===== config.mk =====
export PLATFORM = sky130hd
export DESIGN_NAME = vliw_hazard_ctrl
export DESIGN_NICKNAME = d
export VERILOG_FILES = /design/src/rtl/vliw_ctrl_pkg.sv /design/src/rtl/vliw_fwd_sel.sv /design/src/rtl/vliw_hazard_ctrl.sv
export SDC_FILE = /design/constraint.sdc
export NUM_CORES = 1
export LEC_CHECK = 0
export ABC_AREA = 1
export CORE_MARGIN = 5
export CORE_UTILIZATION = 44
export CTS_CLUSTER_DIAMETER = 30
export DETAILED_ROUTE_END_ITERATION = 8
export PLACE_DENSITY = 0.75
export REMOVE_ABC_BUFFERS = 1
export SLEW_MARGIN = 20
export SYNTH_ARGS = -nofsm -noshare
export SYNTH_HDL_FRONTEND = slang
export SYNTH_SLANG_ARGS = --single-unit

===== constraint.sdc =====
create_clock -name clk -period 1.4 [get_ports clk]
set_input_delay 0.28 -clock clk [delete_from_list [all_inputs] [get_ports clk]]
set_output_delay 0.28 -clock clk [all_outputs]
set_load 0.02 [all_outputs]

===== src/rtl/vliw_ctrl_pkg.sv =====
// Shared definitions for the dual-slot VLIW pipeline controller.
// Provides the register index width, the controller state enum and the
// EX-stage operand forwarding select encodings.
package vliw_ctrl_pkg;

  localparam int REG_W = 3;

  typedef enum logic {
    RUN      = 1'b0,
    MEM_WAIT = 1'b1
  } ctrl_state_e;

  localparam logic [1:0] FWD_RF        = 2'b00;  // register file value
  localparam logic [1:0] FWD_EXMEM_ALU = 2'b01;  // ALU result in EX/MEM
  localparam logic [1:0] FWD_WB_ALU    = 2'b10;  // ALU result in WB
  localparam logic [1:0] FWD_WB_MEM    = 2'b11;  // load data in WB

endpackage


===== src/rtl/vliw_fwd_sel.sv =====
// Forwarding select for one EX-stage source operand.
// Ports:
//   src                               EX-stage source register index
//   p3_alu_rd / p3_alu_regWrite       EX/MEM ALU destination and write enable
//   p4_mem_rd / p4_mem_regWrite       WB load destination and write enable
//   p4_alu_rd / p4_alu_regWrite       WB ALU destination and write enable
//   sel                               2-bit operand select (vliw_ctrl_pkg FWD_*)
// The youngest producer wins; inside WB the MEM slot beats the ALU slot, which
// defines the result of an (illegal) same-bundle duplicate destination.
module vliw_fwd_sel
  import vliw_ctrl_pkg::*;
(
  input  logic [REG_W-1:0] src,
  input  logic [REG_W-1:0] p3_alu_rd,
  input  logic             p3_alu_regWrite,
  input  logic [REG_W-1:0] p4_mem_rd,
  input  logic             p4_mem_regWrite,
  input  logic [REG_W-1:0] p4_alu_rd,
  input  logic             p4_alu_regWrite,
  output logic [1:0]       sel
);

  // NOTE: every always_comb output gets a default first so no path leaves it
  // unassigned; an unassigned path would infer a latch.
  always_comb begin
    sel = FWD_RF;
    if (p3_alu_regWrite && (p3_alu_rd == src)) begin
      sel = FWD_EXMEM_ALU;
    end else if (p4_mem_regWrite && (p4_mem_rd == src)) begin
      sel = FWD_WB_MEM;
    end else if (p4_alu_regWrite && (p4_alu_rd == src)) begin
      sel = FWD_WB_ALU;
    end
  end

endmodule


===== src/rtl/vliw_hazard_ctrl.sv =====
// Central pipeline controller for the dual-slot (ALU + MEM) 5-stage VLIW core.
// Ports:
//   clk, reset (async, active-low)
//   id_*            ID-stage source indices and read qualifiers
//   p2_*            EX-stage sources, destinations and control bits
//   p3_*            MEM-stage ALU destination and control bits
//   p4_*            WB-stage destinations and write enables
//   branch_taken    EX-stage branch/jump resolved taken
//   mem_ready       data memory finished the current MEM-stage access
//   pipe_en, pc_write, ifid_write              pipeline write enables
//   IF_flush, ID_flush, EX_flush, p2_pipeline_stall  flush/bubble controls
//   fwd_alu_rn, fwd_alu_rm, fwd_mem_rn, fwd_mem_rd   EX operand selects
//   mem_timeout     sticky memory-wait watchdog error
//   stall_cnt, flush_cnt, memwait_cnt          saturating perf counters
// Hazard decisions are combinational so the pipeline reacts in the same cycle
// the condition is visible. The state register only remembers that a freeze
// is in progress, so the wait persists even if MEM-stage bits wobble.
module vliw_hazard_ctrl
  import vliw_ctrl_pkg::*;
#(
  parameter int CNT_W       = 16,
  parameter int MEM_TIMEOUT = 64
) (
  input  logic             clk,
  input  logic             reset,
  input  logic [REG_W-1:0] id_alu_rn,
  input  logic [REG_W-1:0] id_alu_rm,
  input  logic [REG_W-1:0] id_mem_rn,
  input  logic [REG_W-1:0] id_mem_rd,
  input  logic             id_alu_uses_rm,
  input  logic             id_mem_is_store,
  input  logic [REG_W-1:0] p2_alu_rn,
  input  logic [REG_W-1:0] p2_alu_rm,
  input  logic [REG_W-1:0] p2_mem_rn,
  input  logic [REG_W-1:0] p2_mem_rd,
  input  logic [REG_W-1:0] p2_alu_rd,
  input  logic             p2_alu_regWrite,
  input  logic             p2_mem_regWrite,
  input  logic             p2_memRead,
  input  logic [REG_W-1:0] p3_alu_rd,
  input  logic             p3_alu_regWrite,
  input  logic             p3_memRead,
  input  logic             p3_memWrite,
  input  logic [REG_W-1:0] p4_alu_rd,
  input  logic [REG_W-1:0] p4_mem_rd,
  input  logic             p4_alu_regWrite,
  input  logic             p4_mem_regWrite,
  input  logic             branch_taken,
  input  logic             mem_ready,
  output logic             pipe_en,
  output logic             pc_write,
  output logic             ifid_write,
  output logic             IF_flush,
  output logic             ID_flush,
  output logic             p2_pipeline_stall,
  output logic             EX_flush,
  output logic [1:0]       fwd_alu_rn,
  output logic [1:0]       fwd_alu_rm,
  output logic [1:0]       fwd_mem_rn,
  output logic [1:0]       fwd_mem_rd,
  output logic             mem_timeout,
  output logic [CNT_W-1:0] stall_cnt,
  output logic [CNT_W-1:0] flush_cnt,
  output logic [CNT_W-1:0] memwait_cnt
);

  localparam int WD_W = (MEM_TIMEOUT > 1) ? $clog2(MEM_TIMEOUT) : 1;
  localparam logic [WD_W-1:0] WD_LAST = WD_W'(MEM_TIMEOUT - 1);

  ctrl_state_e     state;
  logic [WD_W-1:0] wd_cnt;
  logic            mem_busy;
  logic            freeze;
  logic            redirect;
  logic            id_match;
  logic            load_use;
  logic [1:0]      sel_alu_rn, sel_alu_rm, sel_mem_rn, sel_mem_rd;

  // The EX ALU destination never causes a stall: its result forwards from
  // EX/MEM one cycle later, so these inputs are intentionally unused.
  logic unused_ex_alu_dst;
  assign unused_ex_alu_dst = ^{p2_alu_rd, p2_alu_regWrite};

  // The exit cycle (mem_ready back high) already behaves as RUN.
  assign mem_busy = (state == MEM_WAIT) || p3_memRead || p3_memWrite;
  assign freeze   = mem_busy && !mem_ready;
  assign redirect = !freeze && branch_taken;

  assign id_match = (p2_mem_rd == id_alu_rn) ||
                    (p2_mem_rd == id_mem_rn) ||
                    (id_alu_uses_rm  && (p2_mem_rd == id_alu_rm)) ||
                    (id_mem_is_store && (p2_mem_rd == id_mem_rd));

  // A redirect masks load-use: the dependent instruction is flushed anyway.
  assign load_use = !freeze && !branch_taken && p2_memRead && p2_mem_regWrite && id_match;

  vliw_fwd_sel u_fwd_alu_rn (
    .src(p2_alu_rn), .p3_alu_rd(p3_alu_rd), .p3_alu_regWrite(p3_alu_regWrite),
    .p4_mem_rd(p4_mem_rd), .p4_mem_regWrite(p4_mem_regWrite),
    .p4_alu_rd(p4_alu_rd), .p4_alu_regWrite(p4_alu_regWrite), .sel(sel_alu_rn)
  );
  vliw_fwd_sel u_fwd_alu_rm (
    .src(p2_alu_rm), .p3_alu_rd(p3_alu_rd), .p3_alu_regWrite(p3_alu_regWrite),
    .p4_mem_rd(p4_mem_rd), .p4_mem_regWrite(p4_mem_regWrite),
    .p4_alu_rd(p4_alu_rd), .p4_alu_regWrite(p4_alu_regWrite), .sel(sel_alu_rm)
  );
  vliw_fwd_sel u_fwd_mem_rn (
    .src(p2_mem_rn), .p3_alu_rd(p3_alu_rd), .p3_alu_regWrite(p3_alu_regWrite),
    .p4_mem_rd(p4_mem_rd), .p4_mem_regWrite(p4_mem_regWrite),
    .p4_alu_rd(p4_alu_rd), .p4_alu_regWrite(p4_alu_regWrite), .sel(sel_mem_rn)
  );
  vliw_fwd_sel u_fwd_mem_rd (
    .src(p2_mem_rd), .p3_alu_rd(p3_alu_rd), .p3_alu_regWrite(p3_alu_regWrite),
    .p4_mem_rd(p4_mem_rd), .p4_mem_regWrite(p4_mem_regWrite),
    .p4_alu_rd(p4_alu_rd), .p4_alu_regWrite(p4_alu_regWrite), .sel(sel_mem_rd)
  );

  // NOTE: outputs are gated by reset itself, not just by the state register,
  // so asserting reset mid-freeze releases the pipeline immediately.
  always_comb begin
    pipe_en           = 1'b1;
    pc_write          = 1'b1;
    ifid_write        = 1'b1;
    IF_flush          = 1'b0;
    ID_flush          = 1'b0;
    EX_flush          = 1'b0;
    p2_pipeline_stall = 1'b0;
    fwd_alu_rn        = FWD_RF;
    fwd_alu_rm        = FWD_RF;
    fwd_mem_rn        = FWD_RF;
    fwd_mem_rd        = FWD_RF;
    if (reset) begin
      fwd_alu_rn = sel_alu_rn;
      fwd_alu_rm = sel_alu_rm;
      fwd_mem_rn = sel_mem_rn;
      fwd_mem_rd = sel_mem_rd;
      if (freeze) begin
        // Lossless freeze: nothing flushes, a pending branch waits in EX.
        pipe_en    = 1'b0;
        pc_write   = 1'b0;
        ifid_write = 1'b0;
      end else if (redirect) begin
        IF_flush = 1'b1;
        ID_flush = 1'b1;
      end else if (load_use) begin
        pc_write          = 1'b0;
        ifid_write        = 1'b0;
        p2_pipeline_stall = 1'b1;
      end
    end
  end

  // NOTE: sequential state uses non-blocking assignments so every register
  // samples the pre-edge values, independent of statement order.
  always_ff @(posedge clk or negedge reset) begin
    if (!reset) begin
      state       <= RUN;
      wd_cnt      <= '0;
      mem_timeout <= 1'b0;
      stall_cnt   <= '0;
      flush_cnt   <= '0;
      memwait_cnt <= '0;
    end else begin
      state <= freeze ? MEM_WAIT : RUN;

      // Watchdog: the 64th consecutive freeze cycle sets the sticky error.
      if (freeze) begin
        if (wd_cnt == WD_LAST) begin
          mem_timeout <= 1'b1;
        end else begin
          wd_cnt <= wd_cnt + WD_W'(1);
        end
      end else begin
        wd_cnt <= '0;
      end

      if (load_use && (stall_cnt != '1)) begin
        stall_cnt <= stall_cnt + CNT_W'(1);
      end
      if (redirect && (flush_cnt != '1)) begin
        flush_cnt <= flush_cnt + CNT_W'(1);
      end
      if (freeze && (memwait_cnt != '1)) begin
        memwait_cnt <= memwait_cnt + CNT_W'(1);
      end
    end
  end

endmodule


**After elaboration in Yosys (flattened, before gate mapping)**

Cells that the tools add are included.

- Bits of input ports: 50
- Output and inout bits: 64
- Word-level logic and storage cells: 95
- Register bits: 56

- Muxes and demuxes: 32
- Reductions and logical operators: 32
- Equal/unequal tests: 21
- $add $sub $neg: 4

Operators by type and width:

| cell | count |
|---|---|
| $add 16x1->16 const B | 3 |
| $eq 3x3->1 | 16 |
| $ne 16x16->1 const B | 3 |
| $mux 2 | 16 |
| $logic_and 1x1->1 | 23 |
| $mux 1 | 14 |
| $mux 6 | 2 |
| $add 6x1->6 const B | 1 |
| $eq 6x6->1 const B | 1 |
| $logic_or 1x1->1 | 5 |
| $logic_not 1->1 | 3 |
| $ne 2x2->1 const B | 1 |
| $reduce_and 2->1 | 1 |

**Logic depth before layout (Yosys ltp)**

- Depth in word-level cells: 12
- Gate-level depth with buffers: 13
- Mapped depth without buffers: 11

**Modules after synthesis**

From an unflattened synthesis, not the netlist that was laid out.

- Cell total of the unflattened synthesis: 709
- Area, all modules: 4371.7 um^2

Modules (own cells, without submodules):

| module | cells each | instances | area an instance (um^2) |
|---|---|---|---|
| vliw_hazard_ctrl | 525 | 1 | 3646.0 |
| vliw_fwd_sel | 46 | 4 | 181.4 |

**Worst setup path after synthesis**

No wires, ideal clock.

- Path type: reg-to-output
- From: register state
- To: output IF_flush
- Cell stages (with the launch flop): 6
- Arrival time: 1.508 ns
- Setup slack: -0.388 ns
- Cells stage by stage: dfrtp_1 nor3_1 nor2_1 buf_4 nor3_1 buf_4

- Word-level cells in the longest chain between the ends: 8

RTL lines:

| item | RTL line | source |
|---|---|---|
| start, declared | vliw_hazard_ctrl.sv:70 | `ctrl_state_e state;` |
| start signal, assigned | vliw_hazard_ctrl.sv:164 | `state <= freeze ? MEM_WAIT : RUN;` |
| $logic_or 1x1->1 * (2 in series) | vliw_hazard_ctrl.sv:85 | `assign mem_busy = (state == MEM_WAIT) \|\| p3_memRead \|\| p3_memWrite;` |
| $logic_and 1x1->1 * | vliw_hazard_ctrl.sv:86 | `assign freeze = mem_busy && !mem_ready;` |
| net freeze | vliw_hazard_ctrl.sv:73 | `logic freeze;` |
| $logic_not 1->1 | vliw_hazard_ctrl.sv:87 | `assign redirect = !freeze && branch_taken;` |
| $logic_and 1x1->1 | vliw_hazard_ctrl.sv:87 |  |
| $mux 1 | -- |  |
| $mux 1 * (2 in series) | -- |  |
| end, declared | vliw_hazard_ctrl.sv:53 | `output logic IF_flush,` |

The timed path passes the listed nets; every way through them passes the cells marked *.

**Worst setup path after layout**

- From: register state
- To: output pc_write

- Word-level cells in the longest chain between the ends: 12
- Elaborated cells between the ends (all ways): 13
- Those cells by class: mux (4); reduce/logical (9)

RTL lines:

| item | RTL line | source |
|---|---|---|
| $logic_or 1x1->1 * (2 in series) | vliw_hazard_ctrl.sv:85 |  |
| $logic_and 1x1->1 * | vliw_hazard_ctrl.sv:86 |  |
| $logic_not 1->1 | vliw_hazard_ctrl.sv:87, vliw_hazard_ctrl.sv:95 |  |
| $logic_and 1x1->1 (4 in series) | vliw_hazard_ctrl.sv:95 | `assign load_use = !freeze && !branch_taken && p2_memRead && p2_mem_regWrite && id_match;` |
| $mux 1 | vliw_hazard_ctrl.sv:145 | `end else if (load_use) begin` |
| $mux 1 | vliw_hazard_ctrl.sv:142 | `end else if (redirect) begin` |
| $mux 1 * | vliw_hazard_ctrl.sv:137 | `if (freeze) begin` |
| $mux 1 * | vliw_hazard_ctrl.sv:132 | `if (reset) begin` |
| end, declared | vliw_hazard_ctrl.sv:51 | `output logic pc_write,` |

Mark *: on every way between the ends. The rest lies on a longest branch, timed or not.

==> impl_metrics.env <==
export IMPL_setup_viol=61
export IMPL_dp_hpwl_um=9610
export IMPL_cts_root_buf="clkbuf_8"
export IMPL_worstSetupPathType="flip-flop to output port"
export IMPL_crit_start="state"
export IMPL_dieArea_sq_mm=0.0112
export IMPL_drive_gt1_frac=0.379
export IMPL_core_area_sq_mm=0.00911
export IMPL_synthArstFlopShare=1.00
export IMPL_synth_seq_cells=56
export IMPL_drt_initial_drc_count=203
export IMPL_io_buffer_count=108
export IMPL_hold_violations=0
export IMPL_syn_area_sq_mm=0.00406
export IMPL_violations="setup timing"
export IMPL_worstPathArrival_ns=1.41
export IMPL_reg2reg_from="state"
export IMPL_nets=878
export IMPL_max_clock_path_buffers=2
export IMPL_clk_pin_slew_ns=0.11
export IMPL_worstMarginPinSlew_ns=0.506
export IMPL_ioPinCount=114
export IMPL_drt_vias_per_instance=5.20
export IMPL_grt_max_degree=40
export IMPL_crit_path_start_kind="flip-flop"
export IMPL_p_leak_nw=3.42
export IMPL_relSlewSlack=0.663
export IMPL_synthTopCellsByArea="dfrtp_1 35%, nand2_1 18%, xor2_1 6.3%"
export IMPL_ant_nets=0
export IMPL_syn_inst=586
export IMPL_antenna_found_initial=0
export IMPL_grt_pass1_wl_um=21900
export IMPL_syn_avg_cell_area_sq_um=6.93
export IMPL_synth_edff_count=0
export IMPL_power_mw=5.58
export IMPL_drc=0
export IMPL_clk_latency_ns=0.32
export IMPL_initial_utilization=0.446
export IMPL_crit_fanout=4
export IMPL_rr_endpoint="memwait_cnt[15]"
export IMPL_regArea_sq_mm=0.00141
export IMPL_gp_congestion=0.916
export IMPL_holdCritPathClass="input pin to async pin"
export IMPL_timing_final_ws_setup_ns=-0.295
export IMPL_cts_htree_levels=2
export IMPL_final_min_clock_period_ns=1.69
export IMPL_die_h_um=106
export IMPL_numCtsBuffers=5
export IMPL_num_vias=4866
export IMPL_fill_cells=684
export IMPL_post_drt_wl_per_cell_um=14.6
export IMPL_synth_cell_type_count=40
export IMPL_drtPass1Iterations=5
export IMPL_yosysWarnings=0
export IMPL_cts_sinks=56
export IMPL_ff2ff_path_depth=11
export IMPL_grt_pass1_vias=4741
export IMPL_syn_to_final_growth_pct=65.4
export IMPL_multi_input_area_sq_mm=0.00271
export IMPL_cap_violations=0
export IMPL_status="complete, but fails checks"
export IMPL_grt_setup_unrepaired="yes"
export IMPL_yosys_most_used_dff="dfrtp_1"
export IMPL_fp_dieW_um=106
export IMPL_fmax_ghz=0.590
export IMPL_synth_seq_area_share=0.345
export IMPL_skew_ns=0.0110
export IMPL_tritoncts="built"
export IMPL_endpoint_kind="output port"
export IMPL_drt_wl_total_um=13700
export IMPL_vdd_drop_max_v=0.00148
export IMPL_grt_usage=0.233
export IMPL_finalMaxSlewViolations=0
export IMPL_netlist_top_cell_by_area="dfrtp_1"
export IMPL_overflow=0
export IMPL_num_rows=35
export IMPL_fin_crit_sh=1.21
export IMPL_synth_top_area_frac=0.345
export IMPL_cellPowerDensity_mw_per_mm2=831
export IMPL_r2r_slack_ns=-0.14
export IMPL_finish_utilization=0.737
export IMPL_diodes=0
export IMPL_required_ns=1.12
## cells in the mapped netlist (7+ instances only)
cell type / n
buf_4: 7
a21oi_1: 18
nor2_1: 64
nor3_1: 15
o21ai_0: 20
dfrtp_1: 56
nand4_1: 24
nand2_1: 192
nand3_1: 31
xor2_1: 29
xnor2_1: 19
inv_1: 60
## flip-flops by register name, summed over array words and instances (netlist names)
name,count
memwait_cnt,16
state,1
flush_cnt,16
wd_cnt,6
mem_timeout,1
stall_cnt,16
## stage by stage
step | TNS, ns | cell area (sq um) | cells | hold WS, ns | setup WS, ns
6_report | -6.34 | 6710 | 936 | 0.0256 | -0.295
5_1_grt | -11.36 | 6710 | 936 | 0.0427 | -0.380
4_1_cts | -7.24 | 6380 | 925 | 0.0196 | -0.347
3_5_place_dp | -47.77 | 6030 | 903 | 0.225 | -1.17
3_3_place_gp | -47.14 | 6030 | 903 | 0.219 | -1.11
2_1_floorplan | -13.95 | 3940 | 571 | -0.0156 | -0.419
## kinds of logic after synthesis
logic type / after synthesis / share of synthesized area
xor+xnor: 48 / 0.104
simple gates: 344 / 0.376
buf+inv: 81 / 0.0909
other cells: 1 / 0.000924
flops: 56 / 0.345
fa+ha+maj: 4 / 0.0123
compound gates: 52 / 0.0709
## cell usage in the layout (no fill, tap or decap), types with 6 or more instances in the layout
cell type	count
nand2_1	175
buf_4	119
dfrtp_1	52
nor2_1	51
inv_1	45
dlygate4sd2_1	35
buf_6	30
xor2_1	26
nand3_1	25
nand4_1	24
buf_2	21
xnor2_1	16
nand2_2	14
inv_2	13
o21ai_0	10
o21ai_1	10
nor2_2	10
a21oi_1	9
a21oi_2	9
clkdlybuf4s15_1	9
nand3_2	7
nor3_2	7
clkbuf_2	7
inv_4	6
nor3_1	6
nor2_4	6
clkbuf_8	6
## layout make-up
| type | instances | share of cell area |
|---|---|---|
| Multi-Input combinational cell | 451 | 0.403 |
| Timing Repair Buffer | 243 | 0.309 |
| Sequential cell | 56 | 0.209 |
| Inverter | 66 | 0.0414 |
| Tap cell | 111 | 0.0207 |
| Clock buffer | 6 | 0.0123 |
| Clock inverter | 2 | 0.00224 |
| Timing Repair inverter | 1 | 0.00168 |
## report_power, final
part	switching [mW]	leakage (nW)	internal, mW	total [mW]
clock	0.582	0.0434	0.403	0.985
sequential	0.280	0.741	1.84	2.12
combinational	1.30	2.63	1.18	2.48
## routing by layer
metal / vias up / track usage / part of all wire
met2: 158 / 0.418 / 0.51
li1: 2356 / - / -
met4: 0 / 0.0712 / 0.020
met1: 2321 / 0.287 / 0.42
met5: - / 0 / 0
met3: 31 / 0.0352 / 0.051
## what timing repair did
item,in CTS,in global routing
hold buffers,1,0
hold endpoints to repair,3,0
setup buffers,12,14
gates cloned,3,0
pin swaps,45,35
resized for setup,363,114
endpoints found under the setup margin,116,92
## worst max path at each step
stage | end | slack (ns) | depth (start not counted)
floorplan | p2_pipeline_stall | -0.42 | 5
CTS | pc_write | -0.35 | 7
global placement | fwd_mem_rd[0] | -1.11 | 7
finish | pc_write | -0.29 | 7
detailed placement | fwd_mem_rd[0] | -1.17 | 7
global route | pc_write | -0.38 | 7
## worst max-delay path, stage by stage (launching register included)
cell and delay (ns):
dfrtp_1 0.42, nor3_4 0.15, nor2_4 0.08, nor2_4 0.12, nand2_2 0.07, nand2_2 0.06, nand2_2 0.06, buf_6 0.13
Note: power is estimated with default switching activity, not from simulation.
